$ cat config.mk
export PLATFORM = sky130hd
export DESIGN_NAME = cordic_nco_seq
export DESIGN_NICKNAME = d
export VERILOG_FILES = /design/src/rtl/cordic_pkg.sv /design/src/rtl/cordic_phase_acc.sv /design/src/rtl/cordic_nco_seq.sv
export SDC_FILE = /design/constraint.sdc
export NUM_CORES = 1
export LEC_CHECK = 0
export ABC_AREA = 0
export CORE_UTILIZATION = 25
export CTS_CLUSTER_DIAMETER = 80
export DETAILED_ROUTE_END_ITERATION = 10
export MAX_ROUTING_LAYER = met4
export SLEW_MARGIN = 20
export SYNTH_ARGS = -nofsm -noshare
export SYNTH_HDL_FRONTEND = slang
export SYNTH_SLANG_ARGS = --single-unit
$ cat constraint.sdc
create_clock -name i_clk -period 5.56 [get_ports i_clk]
set_clock_uncertainty 0.05 [all_clocks]
set_input_delay 1.668 -clock i_clk [delete_from_list [all_inputs] [get_ports i_clk]]
set_output_delay 1.668 -clock i_clk [all_outputs]
set_load 0.005 [all_outputs]
$ cat src/rtl/cordic_pkg.sv
// rtl/cordic_pkg.sv - angle constants, FSM state type and modulo phase add for the CORDIC NCO sequencer
package cordic_pkg;

  // Q16.16 radian constants
  localparam logic [31:0] TWO_PI        = 32'h0006_487F;
  localparam logic [31:0] PI            = 32'h0003_243F;
  localparam logic [31:0] HALF_PI       = 32'h0001_921F;
  localparam logic [31:0] THREE_HALF_PI = 32'h0004_B65F;

  typedef enum logic [1:0] {
    IDLE  = 2'd0,
    ISSUE = 2'd1,
    WAIT  = 2'd2,
    OUT   = 2'd3
  } state_t;

  // 33-bit add so the carry is never lost, then a single conditional wrap.
  // Both operands are below TWO_PI, so one subtraction is always enough.
  function automatic logic [31:0] phase_wrap_add(input logic [31:0] a, input logic [31:0] b);
    logic [32:0] s;
    s = {1'b0, a} + {1'b0, b};
    if (s >= {1'b0, TWO_PI}) begin
      s = s - {1'b0, TWO_PI};
    end
    return s[31:0];
  endfunction

endpackage

$ cat src/rtl/cordic_phase_acc.sv
// rtl/cordic_phase_acc.sv - phase accumulator with modulo-2pi step and quadrant fold to CORDIC range
module cordic_phase_acc
  import cordic_pkg::*;
(
  input  logic        i_clk,
  input  logic        i_rst,
  input  logic        i_load,
  input  logic [31:0] i_phase0,
  input  logic        i_step,
  input  logic [31:0] i_fcw,
  output logic [31:0] o_phase,
  output logic [31:0] o_theta,
  output logic        o_neg
);

  logic [31:0] r_phase;
  logic [31:0] w_theta;
  logic        w_neg;

  // Phase register: load has priority over a step
  always_ff @(posedge i_clk) begin
    if (i_rst) begin
      r_phase <= 32'd0;
    end else if (i_load) begin
      r_phase <= i_phase0;
    end else if (i_step) begin
      r_phase <= phase_wrap_add(r_phase, i_fcw);
    end
  end

  // Fold the phase into [-pi/2, pi/2]; the middle half-turn is rotated by pi
  // and flagged so the result can be negated afterwards
  always_comb begin
    w_theta = r_phase;
    w_neg   = 1'b0;
    if (r_phase >= THREE_HALF_PI) begin
      w_theta = r_phase - TWO_PI;
    end else if (r_phase > HALF_PI) begin
      w_theta = r_phase - PI;
      w_neg   = 1'b1;
    end
  end

  assign o_phase = r_phase;
  assign o_theta = w_theta;
  assign o_neg   = w_neg;

endmodule

$ cat src/rtl/cordic_nco_seq.sv
// rtl/cordic_nco_seq.sv - sequencer driving an external CORDIC to produce quadrant-corrected sin/cos samples
module cordic_nco_seq
  import cordic_pkg::*;
#(
  parameter int WIDTH   = 16,
  parameter int TIMEOUT = 64
)
(
  input  logic             i_clk,
  input  logic             i_rst,
  input  logic             i_run,
  input  logic             i_load,
  input  logic [31:0]      i_phase0,
  input  logic [31:0]      i_fcw,
  output logic             o_cordic_en,
  output logic [31:0]      o_cordic_theta,
  input  logic             i_cordic_vld,
  input  logic [WIDTH:0]   i_cordic_cos,
  input  logic [WIDTH:0]   i_cordic_sin,
  output logic [WIDTH:0]   o_cos,
  output logic [WIDTH:0]   o_sin,
  output logic             o_vld,
  output logic             o_busy,
  output logic             o_err
);

  localparam int CW = (TIMEOUT > 1) ? $clog2(TIMEOUT) : 1;

  state_t         r_state;
  logic [CW-1:0]  r_cnt;
  logic           r_neg;
  logic           r_en;
  logic [31:0]    r_theta;
  logic [WIDTH:0] r_cos;
  logic [WIDTH:0] r_sin;
  logic           r_vld;
  logic           r_busy;
  logic           r_err;

  logic [31:0]    w_phase;
  logic [31:0]    w_theta;
  logic           w_neg;
  logic           w_load;
  logic           w_step;
  logic           w_range_err;

  // Negation where the most-negative code has no positive twin, so clamp it
  function automatic logic [WIDTH:0] neg_sat(input logic [WIDTH:0] v);
    if (v == {1'b1, {WIDTH{1'b0}}}) begin
      return {1'b0, {WIDTH{1'b1}}};
    end
    return -v;
  endfunction

  assign w_load      = (r_state == IDLE) && i_load;
  assign w_range_err = (i_fcw >= TWO_PI) || (w_phase >= TWO_PI);
  assign w_step      = (r_state == ISSUE) && !w_range_err;

  cordic_phase_acc u_phase_acc (
    .i_clk    (i_clk),
    .i_rst    (i_rst),
    .i_load   (w_load),
    .i_phase0 (i_phase0),
    .i_step   (w_step),
    .i_fcw    (i_fcw),
    .o_phase  (w_phase),
    .o_theta  (w_theta),
    .o_neg    (w_neg)
  );

  // Sequencer FSM with all outputs registered; a sticky error parks it in IDLE until reset
  always_ff @(posedge i_clk) begin
    if (i_rst) begin
      r_state <= IDLE;
      r_cnt   <= '0;
      r_neg   <= 1'b0;
      r_en    <= 1'b0;
      r_theta <= 32'd0;
      r_cos   <= '0;
      r_sin   <= '0;
      r_vld   <= 1'b0;
      r_busy  <= 1'b0;
      r_err   <= 1'b0;
    end else begin
      r_en  <= 1'b0;
      r_vld <= 1'b0;
      case (r_state)
        IDLE: begin
          if (!i_load && i_run && !r_err) begin
            r_state <= ISSUE;
            r_busy  <= 1'b1;
          end
        end
        ISSUE: begin
          if (w_range_err) begin
            r_err   <= 1'b1;
            r_state <= IDLE;
            r_busy  <= 1'b0;
          end else begin
            r_en    <= 1'b1;
            r_theta <= w_theta;
            r_neg   <= w_neg;
            r_cnt   <= '0;
            r_state <= WAIT;
          end
        end
        WAIT: begin
          if (i_cordic_vld) begin
            r_cos   <= r_neg ? neg_sat(i_cordic_cos) : i_cordic_cos;
            r_sin   <= r_neg ? neg_sat(i_cordic_sin) : i_cordic_sin;
            r_state <= OUT;
          end else if (r_cnt == CW'(TIMEOUT - 1)) begin
            r_err   <= 1'b1;
            r_state <= IDLE;
            r_busy  <= 1'b0;
          end else begin
            r_cnt <= r_cnt + 1'b1;
          end
        end
        OUT: begin
          r_vld <= 1'b1;
          if (i_run) begin
            r_state <= ISSUE;
          end else begin
            r_state <= IDLE;
            r_busy  <= 1'b0;
          end
        end
        default: begin
          r_state <= IDLE;
          r_busy  <= 1'b0;
        end
      endcase
    end
  end

  assign o_cordic_en    = r_en;
  assign o_cordic_theta = r_theta;
  assign o_cos          = r_cos;
  assign o_sin          = r_sin;
  assign o_vld          = r_vld;
  assign o_busy         = r_busy;
  assign o_err          = r_err;

endmodule

==> results of run 1 <==
==> path summary, 6_finish.rpt <==
check                                       startpoint                                    to  slack (ns)  cells after the start
hold reg to reg        o_cordic_theta[14]$_SDFFE_PP0P_       o_cordic_theta[14]$_SDFFE_PP0P_        0.40                      2
setup reg to reg  u_phase_acc.o_phase[14]$_SDFFE_PP0P_  u_phase_acc.o_phase[30]$_SDFFE_PP0P_        1.37                     13
hold / removal         o_cordic_theta[14]$_SDFFE_PP0P_       o_cordic_theta[14]$_SDFFE_PP0P_        0.40                      2
setup / recovery                              i_fcw[8]  u_phase_acc.o_phase[24]$_SDFFE_PP0P_        0.24                     13
==> cells in the mapped netlist (6+ instances only) <==
library cell  instances  area (um2)
inv_1                24        90.1
buf_2                16        80.1
a21oi_2               7        61.3
nand4_1              22         138
nor4_1               15        93.8
a31oi_1               8        50.1
clkbuf_1             48         180
dfxtp_1             111        2220
or3_1                27         169
mux2i_1              20         200
and3_1               13        81.3
o21ai_1              12        60.1
nor3_1               34         170
a22oi_1              10        75.1
a21o_1               17         128
or2_2                11        68.8
nor2_1               92         345
nand3_1              28         140
xor2_1               36         315
o22ai_1              23         144
and2_1                8        50.1
nand2_1             120         450
nand2b_1              8        50.1
a21oi_1             114         571
xnor2_1              36         315
o21a_1               25         188
ha_1                 37         463
o211ai_1             12        90.1
a211oi_1             16         120
o21ai_0              73         365
a21boi_0              6        45.0
o31ai_1               8        60.1
==> sequential cells by signal, indices dropped and copies added (netlist names) <==
register	count
o_busy	1
o_cordic_en	1
o_cordic_theta	32
o_cos	17
o_err	1
o_sin	17
o_vld	1
r_cnt	6
r_neg	1
r_state	2
u_phase_acc.o_phase	32
==> routing by layer <==
layer  part of all wire  vias to the layer above
li1                   -                     4729
met1               0.46                     4477
met2               0.46                      304
met3              0.067                       23
met4              0.015                        0
met5                  0                        -
==> kinds of logic (layout without fill, tap and decap cells) <==
kind of cell	Yosys count	after routing	synth area share
other	0	1	0
flip-flops	111	111	0.251
AO/OA/AOI/OAI	404	404	0.311
multiplexers	20	20	0.0226
buffers and inverters	93	298	0.0425
XOR/XNOR	72	72	0.0711
adder cells (fa/ha/maj)	38	38	0.0545
AND/OR/NAND/NOR	424	424	0.248
==> cell type report <==
class | count | area share
inverter | 25 | 0.00794
clock buffer | 9 | 0.0191
multi-input combinational | 958 | 0.530
timing repair buffer | 257 | 0.199
sequential | 111 | 0.188
clock inverter | 7 | 0.00678
tap | 455 | 0.0482
antenna | 1 | 0.000212
==> per-stage QoR <==
step                      total power [uW]  cell area (um2)  setup TNS (ns)  hold WS, ns   util
final                                 2390            11800               0        0.404  0.340
after global routing                  2530            11800               0        0.426  0.340
after CTS                             2400            11800               0        0.407  0.340
after detailed placement              1710            11500          -0.180        0.396  0.331
after global placement                1710            11500         -0.0838        0.390  0.331
after floorplan                       1410             8870               0        0.398      -
==> power breakdown <==
| part | internal, uW | total [uW] | switching (uW) |
|---|---|---|---|
| clock | 356 | 682 | 326 |
| combinational | 395 | 854 | 459 |
| sequential | 813 | 855 | 42.2 |
==> worst max-delay path: cells and delay by family <==
| family | cells | cell delay [ns] |
|---|---|---|
| xor gates and xnor gates | 1 | 0.15 |
| and+or+nand+nor | 4 | 1.39 |
| buffers and inverters | 1 | 0.45 |
| adders and majority gates | 1 | 0.41 |
| AOI/OAI and AO/OA | 6 | 1.43 |
==> results_dict.tcl, run 1 <==
set metrics [dict create \
    grt_pass1_vias 9154 \
    post-place-ws_ns -0.0441 \
    cts_tree "yes" \
    maxCapViolCount 0 \
    clk_path_buf_depth 2 \
    clock-sinks 111 \
    firstDrtPassIters 5 \
    io_pins 173 \
    final_nets 1503 \
    cpPeakStageDelay_ns 0.54 \
    post_cts_buffers 0 \
    antenna_found_initial 1 \
    drt_iter0_markers 453 \
    start_util 0.255 \
    clockRootBuffer "clkbuf_16" \
    max_freq_ghz 0.188 \
    ys_seq_elements 111 \
    critPathMaxFanout 7 \
    multi_input_area_um2 6270 \
    power_leakage_uw 0.00438 \
    cts_hold_buf 0 \
    drc 0 \
    layout.area.seq_um2 2220 \
    area_growth_pct 33.3 \
    final.min_clock_period_ns 5.32 \
    synthFlopType "dfxtp_1" \
    synth_edf_count 0 \
    slowest_stage "nor4bb_1" \
    path_common_cell "a21oi_2" \
    setup_slack_ns 0.243 \
    die_area_um2 36200 \
    grtUsageMet3 0.0396 \
    yosysSeqAreaShare 0.251 \
    max_slew_margin 0.338 \
    fp.dieW_um 190 \
    syn_avg_cell_area_um2 7.63 \
    tightestPinTransition_ns 0.983 \
    final_max_slew_viol_count 0 \
    synthCells 1162 \
    synth_fp_nets 1303 \
    ys_types 97 \
    crit_type "primary input to register" \
    hp-class "register to register" \
    cp.required_ns 5.74 \
    worst_setup_path_end_kind "register" \
    ir_drop_mv 0.141 \
    wl_per_cell_um 17.2 \
    grt_use_total 0.177 \
    clk_latency_ns 0.36 \
    core_region_area_um2 34700 \
    cp_cell_sequence "clkdlybuf4s50_1, ha_1, a21oi_2, o21ai_1, a211oi_4, nor2_1, a311oi_2, nor4bb_1, a21oi_2, and4_4, or4_1, xnor2_1, o2bb2ai_1" \
    busiest_layer "met2" \
    status "complete, no violations" \
    grt_pass1_wl_um 49400 \
    hpwl_um 24900 \
    place_inst 1806 \
    rows 68 \
    final_cells 1823 \
    clkSlewWorstSetupHoldPaths_ns 0.08 \
    wl_um 31300 \
    cts_buffers 9 \
    routabilityCongestion 0.927 \
    synthesis.area_um2 8870 \
    grtUsageMet1 0.221 \
    rsz0062_at_grt "no" \
    port_buffers 172 \
    grt-ovfl-total 0 \
    final_cell_mix "clkdlybuf4s50_1 (171), nand2_1 (120), a21oi_1 (114), dfxtp_1 (111), nor2_1 (92)" \
    cts_resized 0 \
    viasPerCell 5.23 \
    final_common_cell "clkdlybuf4s50_1" \
    period_share 0.956 \
    grtUsageMet2 0.289 \
    drtAntennaViolNets 0 \
    worst_setup_path_start_kind "primary input" \
    grt_max_degree 56 \
    htree_levels 3 \
    worstPathArrival_ns 5.50 \
    hold_viol 0 \
    drive_gt1_frac 0.117 \
    fill_cells 3678 \
    setup_viol 0 \
    postSynth.asyncResetShare 0 \
    p_per_area_nw_per_um2 202 \
    fp.dieH_um 190 \
    vias 9533 \
    synth_warnings 0 \
]
Power figures use the tool's default switching activity.
==> run 2: changes to the inputs <==
CORE_UTILIZATION = 53   (was 25)
PLACE_DENSITY = 0.81   (was default)
==> run 2 against run 1 <==
  * Combinational power down 3.5%
  * Die area down 52%
  * Hold slack gained 0.0057 ns
  * Sequential power barely moved
  * Count of clock-buffer cells in the layout stayed put
  * Clock power barely moved
  * Maximum frequency fell by 0.81%
  * Wire length shrank 12%
  * First-iteration DRC count is 51% higher
  * Largest power group unchanged
==> results_dict.tcl, run 2 (synthesis gave the netlist of run 1 again) <==
set metrics [dict create \
    worst_setup_path_end_kind "register" \
    fill_cells 1369 \
    post-place-ws_ns -0.0837 \
    final_cell_mix "clkdlybuf4s50_1 (171), nand2_1 (120), a21oi_1 (114), dfxtp_1 (111), nor2_1 (92)" \
    p_per_area_nw_per_um2 209 \
    final_cells 1548 \
    routabilityCongestion 0.983 \
    top_layer "met4" \
    wl_met3_um 2190 \
    grt_use_total 0.324 \
    firstDrtPassIters 6 \
    hold_viol 0 \
    cp.required_ns 5.73 \
    hpwl_um 21500 \
    route.met2.wl_um 12500 \
    cp_cell_sequence "clkdlybuf4s50_1, ha_1, fa_1, nand3_2, a21boi_0, nor4_2, nand3_2, or3_1, nor4_2, a21oi_2, and4_4, or4_1, xnor2_1, o2bb2ai_1" \
    rsz0062_at_grt "no" \
    rows 46 \
    drive_gt1_frac 0.0953 \
    tightestPinTransition_ns 1.02 \
    io_pins 173 \
    wl_um 27600 \
    final_max_slew_viol_count 0 \
    final_nets 1468 \
    drtAntennaViolNets 0 \
    final_common_cell "clkdlybuf4s50_1" \
    antenna_found_initial 0 \
    grt_pass1_vias 8930 \
    fp.dieH_um 131 \
    period_share 0.964 \
    critPathMaxFanout 14 \
    grt_pass1_wl_um 44800 \
    place_inst 1532 \
    power_leakage_uw 0.00422 \
    core_region_area_um2 16100 \
    setup_viol 0 \
    drc 0 \
    fp.dieW_um 131 \
    htree_levels 3 \
    cts_tree "yes" \
    drt-met1-wl_um 11900 \
    diodes 0 \
    crit_type "primary input to register" \
    maxCapViolCount 0 \
    whs_ns 0.410 \
    grt-ovfl-total 0 \
    slowest_stage "or4_1" \
    status "complete, no violations" \
    start_util 0.550 \
    cts_buffers 9 \
    final.min_clock_period_ns 5.36 \
    grt_max_degree 42 \
    clock-sinks 111 \
    vias 9597 \
    hp-class "register to register" \
    wl_per_cell_um 17.8 \
    setup_slack_ns 0.200 \
    final_core_util 0.699 \
    max_freq_ghz 0.187 \
    p_total_uw 2360 \
    cpPeakStageDelay_ns 0.49 \
    die_area_um2 17200 \
    clk_latency_ns 0.35 \
    worstPathArrival_ns 5.53 \
    drt_iter0_markers 682 \
    area_growth_pct 27.1 \
    port_buffers 172 \
    clockRootBuffer "clkbuf_16" \
    worst_setup_path_start_kind "primary input" \
    clk_path_buf_depth 2 \
    max_slew_margin 0.318 \
    clkSlewWorstSetupHoldPaths_ns 0.07 \
    ir_drop_mv 0.164 \
    viasPerCell 6.20 \
]
run 2: final timing paths:
kind                                       start                                   end  slack (ns)  cells after the start
max                                     i_fcw[0]  u_phase_acc.o_phase[24]$_SDFFE_PP0P_        0.20                     14
min               o_cordic_theta[2]$_SDFFE_PP0P_        o_cordic_theta[2]$_SDFFE_PP0P_        0.41                      2
max reg2reg  u_phase_acc.o_phase[6]$_SDFFE_PP0P_  u_phase_acc.o_phase[30]$_SDFFE_PP0P_        1.37                     12
min reg2reg       o_cordic_theta[2]$_SDFFE_PP0P_        o_cordic_theta[2]$_SDFFE_PP0P_        0.41                      2
run 2: report_power, final:
part	switching (uW)	total [uW]	internal (uW)	leakage (uW)
Sequential	40.3	853	813	0.000899
Clock	323	683	360	0.000150
Combinational	449	824	375	0.00317
Total	812	2360	1550	0.00422
run 2: routing by layer:
metal	vias up	global-route usage
met5	-	-
met4	0	0.127
met3	61	0.0640
met2	431	0.514
met1	4447	0.406
li1	4658	-
run 2: what timing repair did:
item | CTS | global route
hold buffers | 0 | 0
buffers inserted | 0 | 0
endpoints found under the hold margin | 0 | 0
resized for setup | 0 | 1
setup endpoints to repair | 0 | 1
run 2: layout make-up:
type                       instances  area, um2  share of cell area
sequential                       111       2220               0.197
clock buffer                       9        225              0.0200
clock inverter                     7       86.3             0.00766
inverter                          25       93.8             0.00833
tap                              216        270              0.0240
timing repair buffer             222       2090               0.186
multi-input combinational        958       6280               0.557
run 2: critical path: cells and delay by family:
kind	cells	cell delay [ns]
and+or+nand+nor	7	2.21
adders and majority gates	2	0.64
AOI/OAI and AO/OA	3	0.43
xor gates and xnor gates	1	0.16
buffers and inverters	1	0.43
run 2: metrics by stage:
step                      area [um2]  TNS [ns]
final                          11300         0
after global routing           11300         0
after CTS                      11300         0
after detailed placement       11000    -0.311
after global placement         11000         0
after floorplan                 8870         0
==> RTL edit 1 (flow settings as in run 1) <==
Set the parameter `WIDTH` to 14 (it was 16).
--- a/src/rtl/cordic_nco_seq.sv
+++ b/src/rtl/cordic_nco_seq.sv
@@ -2,7 +2,7 @@
 module cordic_nco_seq
   import cordic_pkg::*;
 #(
-  parameter int WIDTH   = 16,
+  parameter int WIDTH   = 14,
   parameter int TIMEOUT = 64
 )
 (
Interface: changed (resized i_cordic_cos, i_cordic_sin, o_cos and o_sin); port bits go from 173 to 165. The function was not compared with the original's and may differ.
==> RTL edit 1 against run 1 <==
- sequential cell count down 4
- core utilization is 2.5 points higher
- power down 1.8%
- sequential power shrank 3.5%
- non-clock buffer count increased by 76
- design area increased by 0.68%
- wire length down 0.20%
- global-route usage grew 0.88 points
- register-to-register slack worse by 0.09 ns
- area after synthesis down 6.7%
- die area down 6.6%
- setup slack got worse by 0.068 ns
- combinational power rose by 1%
- highest routed layer unchanged
==> RTL edit 1: results (changes against run 1) <==
dpl cell area=11440 sq um (-0.55%); Buffers on Ports=164 (-4.7%); nets=1493 (-0.67%); layout cell share with drive strength beyond 1=16.31% (+4.6 points); GPL Wtd Cong=0.9583 (+3.3%); gr usage total=18.53% (+0.88 points); first-pass GRT wire length=47860 microns (-3.2%); initial antenna violation count=0 (-1); vias in the first global route=8882 (-3.0%); syn_nets=1223 (-6.1%); Synth area leaders=dfxtp_1, ha_1, nor2_1; Synth cell types=78 (-20%); wire length per cell=17.33 microns (+0.91%); largest net degree at the start of global routing=67 (+20%); outcome=completed; slowest cell on the critical path=or4_4; synth cell count leaders=nor2_1, dfxtp_1, nand2_1, a21oi_1, o21ai_0; Seq/Total Area, Yosys=25.88% (+0.82 points); Worst Max-Slew Pin Slew=0.9550 ns (-0.02832 ns); Gate Count Post-Synth=1086 (-6.5%); Critical Path AT=5.58 ns (+0.08 ns); VDD IR-drop max=149.8 uV (+6.4%); post-DP HPWL=24030 microns (-3.4%); leak pwr=4.561 nW (+4.2%); clk slew on worst S/H paths=about 0.07 ns; drt initial violations=635 (+40%); number of diodes=0 (-1)
## RTL edit 1: repair_timing
action | 4_1_cts | 5_1_grt
resized for setup | 0 | 14
pin swaps | 1 | 4
buffers inserted | 0 | 2
gates cloned | 0 | 4
endpoints found under the setup margin | 1 | 32
## RTL edit 1: worst register-to-register path, cell delays in order, from the launching register on
cell and delay [ns]:
dfxtp_1 0.41, ha_2 0.24, fa_2 0.42, a211oi_4 0.28, o21ai_2 0.09, a311o_1 0.35, and3_4 0.18, or4_4 0.49
or4_4 0.43, o31a_1 0.33, buf_6 0.15, nand4_1 0.10, buf_4 0.14, buf_12 0.12, nand4_1 0.09, a221o_1 0.30
## RTL edit 1: stage by stage
stage          power [mW]  hold slack, ns  setup slack [ns]
4_1_cts             2.356          0.4213          0.003075
3_3_place_gp        1.674          0.3964           -0.3777
5_1_grt             2.486          0.4299         -0.009242
2_1_floorplan       1.287          0.4145           0.01198
3_5_place_dp        1.686          0.4035           -0.3799
6_report            2.349          0.4152            0.1742
## RTL edit 1: area by class of cell
cell class,instances,area (sq um)
sequential,107,2142
multi-input combinational,887,5864
clock inverter,5,43.79
clock buffer,11,252.7
inverter,18,67.56
tap,442,553.0
fill,3451,20640
timing repair buffer,333,2972
## RTL edit 1: metal layers
metal,vias to the layer above,part of all wire [%],track usage [%],wire length (microns)
met5,-,0,-,0
met4,0,3.2,6.667,1012
met3,55,5.7,2.714,1771
met2,300,46,29.97,14480
met1,4401,45,23.36,13970
li1,4611,-,-,-
## RTL edit 1: logic make-up (layout without fill, tap and decap cells)
| kind of cell | Yosys count | count (layout) | share of synthesized area [%] |
|---|---|---|---|
| adders and majority gates | 38 | 38 | 5.836 |
| and+or+nand+nor | 379 | 381 | 22.75 |
| muxes | 32 | 32 | 3.916 |
| buffers and inverters | 94 | 367 | 4.506 |
| xor gates and xnor gates | 70 | 70 | 7.409 |
| AOI/OAI and AO/OA | 366 | 366 | 29.70 |
| DFF | 107 | 107 | 25.88 |
## RTL edit 1: path summary, 6_finish.rpt
kind                                       start                              endpoint  slack (ns)  depth (start not counted)
max                                     i_fcw[1]  u_phase_acc.o_phase[16]$_SDFFE_PP0P_        0.17                         15
min              o_cordic_theta[19]$_SDFFE_PP0P_       o_cordic_theta[19]$_SDFFE_PP0P_        0.42                          1
max reg2reg  u_phase_acc.o_phase[0]$_SDFFE_PP0P_  u_phase_acc.o_phase[16]$_SDFFE_PP0P_        1.28                         15
min reg2reg      o_cordic_theta[19]$_SDFFE_PP0P_       o_cordic_theta[19]$_SDFFE_PP0P_        0.42                          1
## RTL edit 1: where the power goes
part / leakage [nW] / internal [mW] / switching (mW)
sequential: 0.867 / 0.783 / 0.0414
clock: 0.140 / 0.335 / 0.325
combinational: 3.55 / 0.427 / 0.436
total: 4.56 / 1.55 / 0.803
==> RTL edit 2 (flow settings as in run 1) <==
Made on the original files. Put one more register stage on the output `o_sin`, cleared by the reset. The value now appears one clock later. The other outputs are not delayed to match.
--- a/src/rtl/cordic_nco_seq.sv
+++ b/src/rtl/cordic_nco_seq.sv
@@ -137,7 +137,13 @@
   assign o_cordic_en    = r_en;
   assign o_cordic_theta = r_theta;
   assign o_cos          = r_cos;
-  assign o_sin          = r_sin;
+  always_ff @(posedge i_clk) begin
+    if (i_rst) begin
+      o_sin <= '0;
+    end else begin
+      o_sin <= r_sin;
+    end
+  end
   assign o_vld          = r_vld;
   assign o_busy         = r_busy;
   assign o_err          = r_err;
Formal check against the unedited RTL: not equivalent (a bounded check fails within 4 cycles, from zero or initial values and one cycle with i_rst high).
==> RTL edit 2 against run 1 <==
- the run now ends with design-rule violations left
- die area rose by 2.5%
- sequential cell count up 17
- global-route usage up 2.0 points
- design area grew 13%
- critical path type unchanged
- first-iteration DRC count rose by 11%
- wire length increased by 13%
- critical endpoint is now u_phase_acc.o_phase[21]$_SDFFE_PP0P_
- area after synthesis rose by 2.6%
- setup slack got worse by 0.15 ns
- power is 31% higher
- non-clock buffer count rose by 95
- combinational power increased by 18%
==> RTL edit 2: results (changes against run 1) <==
leak pwr=5.063 nW (+16%); first-pass detailed-route iteration total=8 (+3); first-pass GRT wire length=54480 microns (+10%); clk slew on worst S/H paths=0.06 ns (-0.02 ns); synth cell count leaders=dfxtp_1, nor2_1, nand2_1, a21oi_1, clkbuf_1; dpl cell area=12430 sq um (+8.0%); smallest hold slack=0.4074 ns (+0.003012 ns); slowest stage delay, CP=0.59 ns (+0.05 ns); P_sw=1.037 mW (+25%); Synth cell types=83 (-14%); placed cells=1895 (+4.9%); Hold EP=o_cordic_theta[10]$_SDFFE_PP0P_; Synth area leaders=dfxtp_1, ha_1, nor2_1; Hold Crit Depth=2 (unchanged); clock share of power=36.6% (+8.1 points); worst r2r dst=u_phase_acc.o_phase[21]$_SDFFE_PP0P_; switching share of power=32.99% (-1.6 points); GPL Wtd Cong=0.9238 (-0.39%); Critical Path AT=5.72 ns (+0.22 ns); layout cell share with drive strength beyond 1=18.64% (+6.9 points); vias in the first global route=9762 (+6.6%); RR Startpoint=u_phase_acc.o_phase[0]$_SDFFE_PP0P_; worst-skew pair later-pin latency=0.42 ns (+0.06 ns); post-DP HPWL=27690 microns (+11%); via count=9941 (+4.3%); initial antenna violation count=3 (+2); outcome=finished with violations; syn_nets=1305 (+0.15%); Comb power frac=32.3% (-3.4 points); R2R setup slack=1.13 ns (-0.24 ns); Worst Max-Slew Pin Slew=0.8350 ns (-0.1484 ns); Max FO, Critical Path=11 (+4); nets=1603 (+6.7%); wire length per cell=18.19 microns (+5.9%); crit-path leading delay family=simple AND/OR/NAND/NOR gates; Gate Count Post-Synth=1164 (+0.17%); failing checks=design-rule violations; gr usage total=19.65% (+2.0 points); Post-CTS Resized=11 (+11); hold path start=o_cordic_theta[10]$_SDFFE_PP0P_; slowest cell on the critical path=or4b_4; R2R cell count=14 (+1); cts bufs inserted=17 (+8); fin crit share=98.39% (+2.8 points); Vias/cell=5.127 (-2.0%); H-Tree Depth=4 (+1); largest net degree at the start of global routing=63 (+13%); remaining routing DRC violations=24 (+24); Seq/Total Area, Yosys=28.18% (+3.1 points)
-- RTL edit 2: area by class of cell --
type                    count  area, sq um
multi-input cells         945         6464
fillers                  3733        22290
inverters                  18        67.56
well taps                 461        576.8
flip-flops and latches    128         2562
clock inverters            14        157.7
repair buffers            352         3094
clock buffers              18        439.2
diodes                      3        7.507
-- RTL edit 2: cells by family (layout without fill, tap and decap cells) --
family	count (synthesis)	after routing	synth area share (%)
AO/OA/AOI/OAI	361	361	28.18
other	0	3	0
multiplexers	20	20	2.201
AND/OR/NAND/NOR	446	446	24.27
flip-flops	128	128	28.18
buffers and inverters	91	402	4.155
XOR/XNOR	80	80	7.705
adder cells (fa/ha/maj)	38	38	5.311
-- RTL edit 2: metal layers --
metal	up-vias	GRT usage [%]	share of wire [%]
li1	4957	-	-
met2	282	31.72	47
met3	44	5.019	6.9
met4	0	7.389	2.7
met5	-	-	0
met1	4658	23.35	43
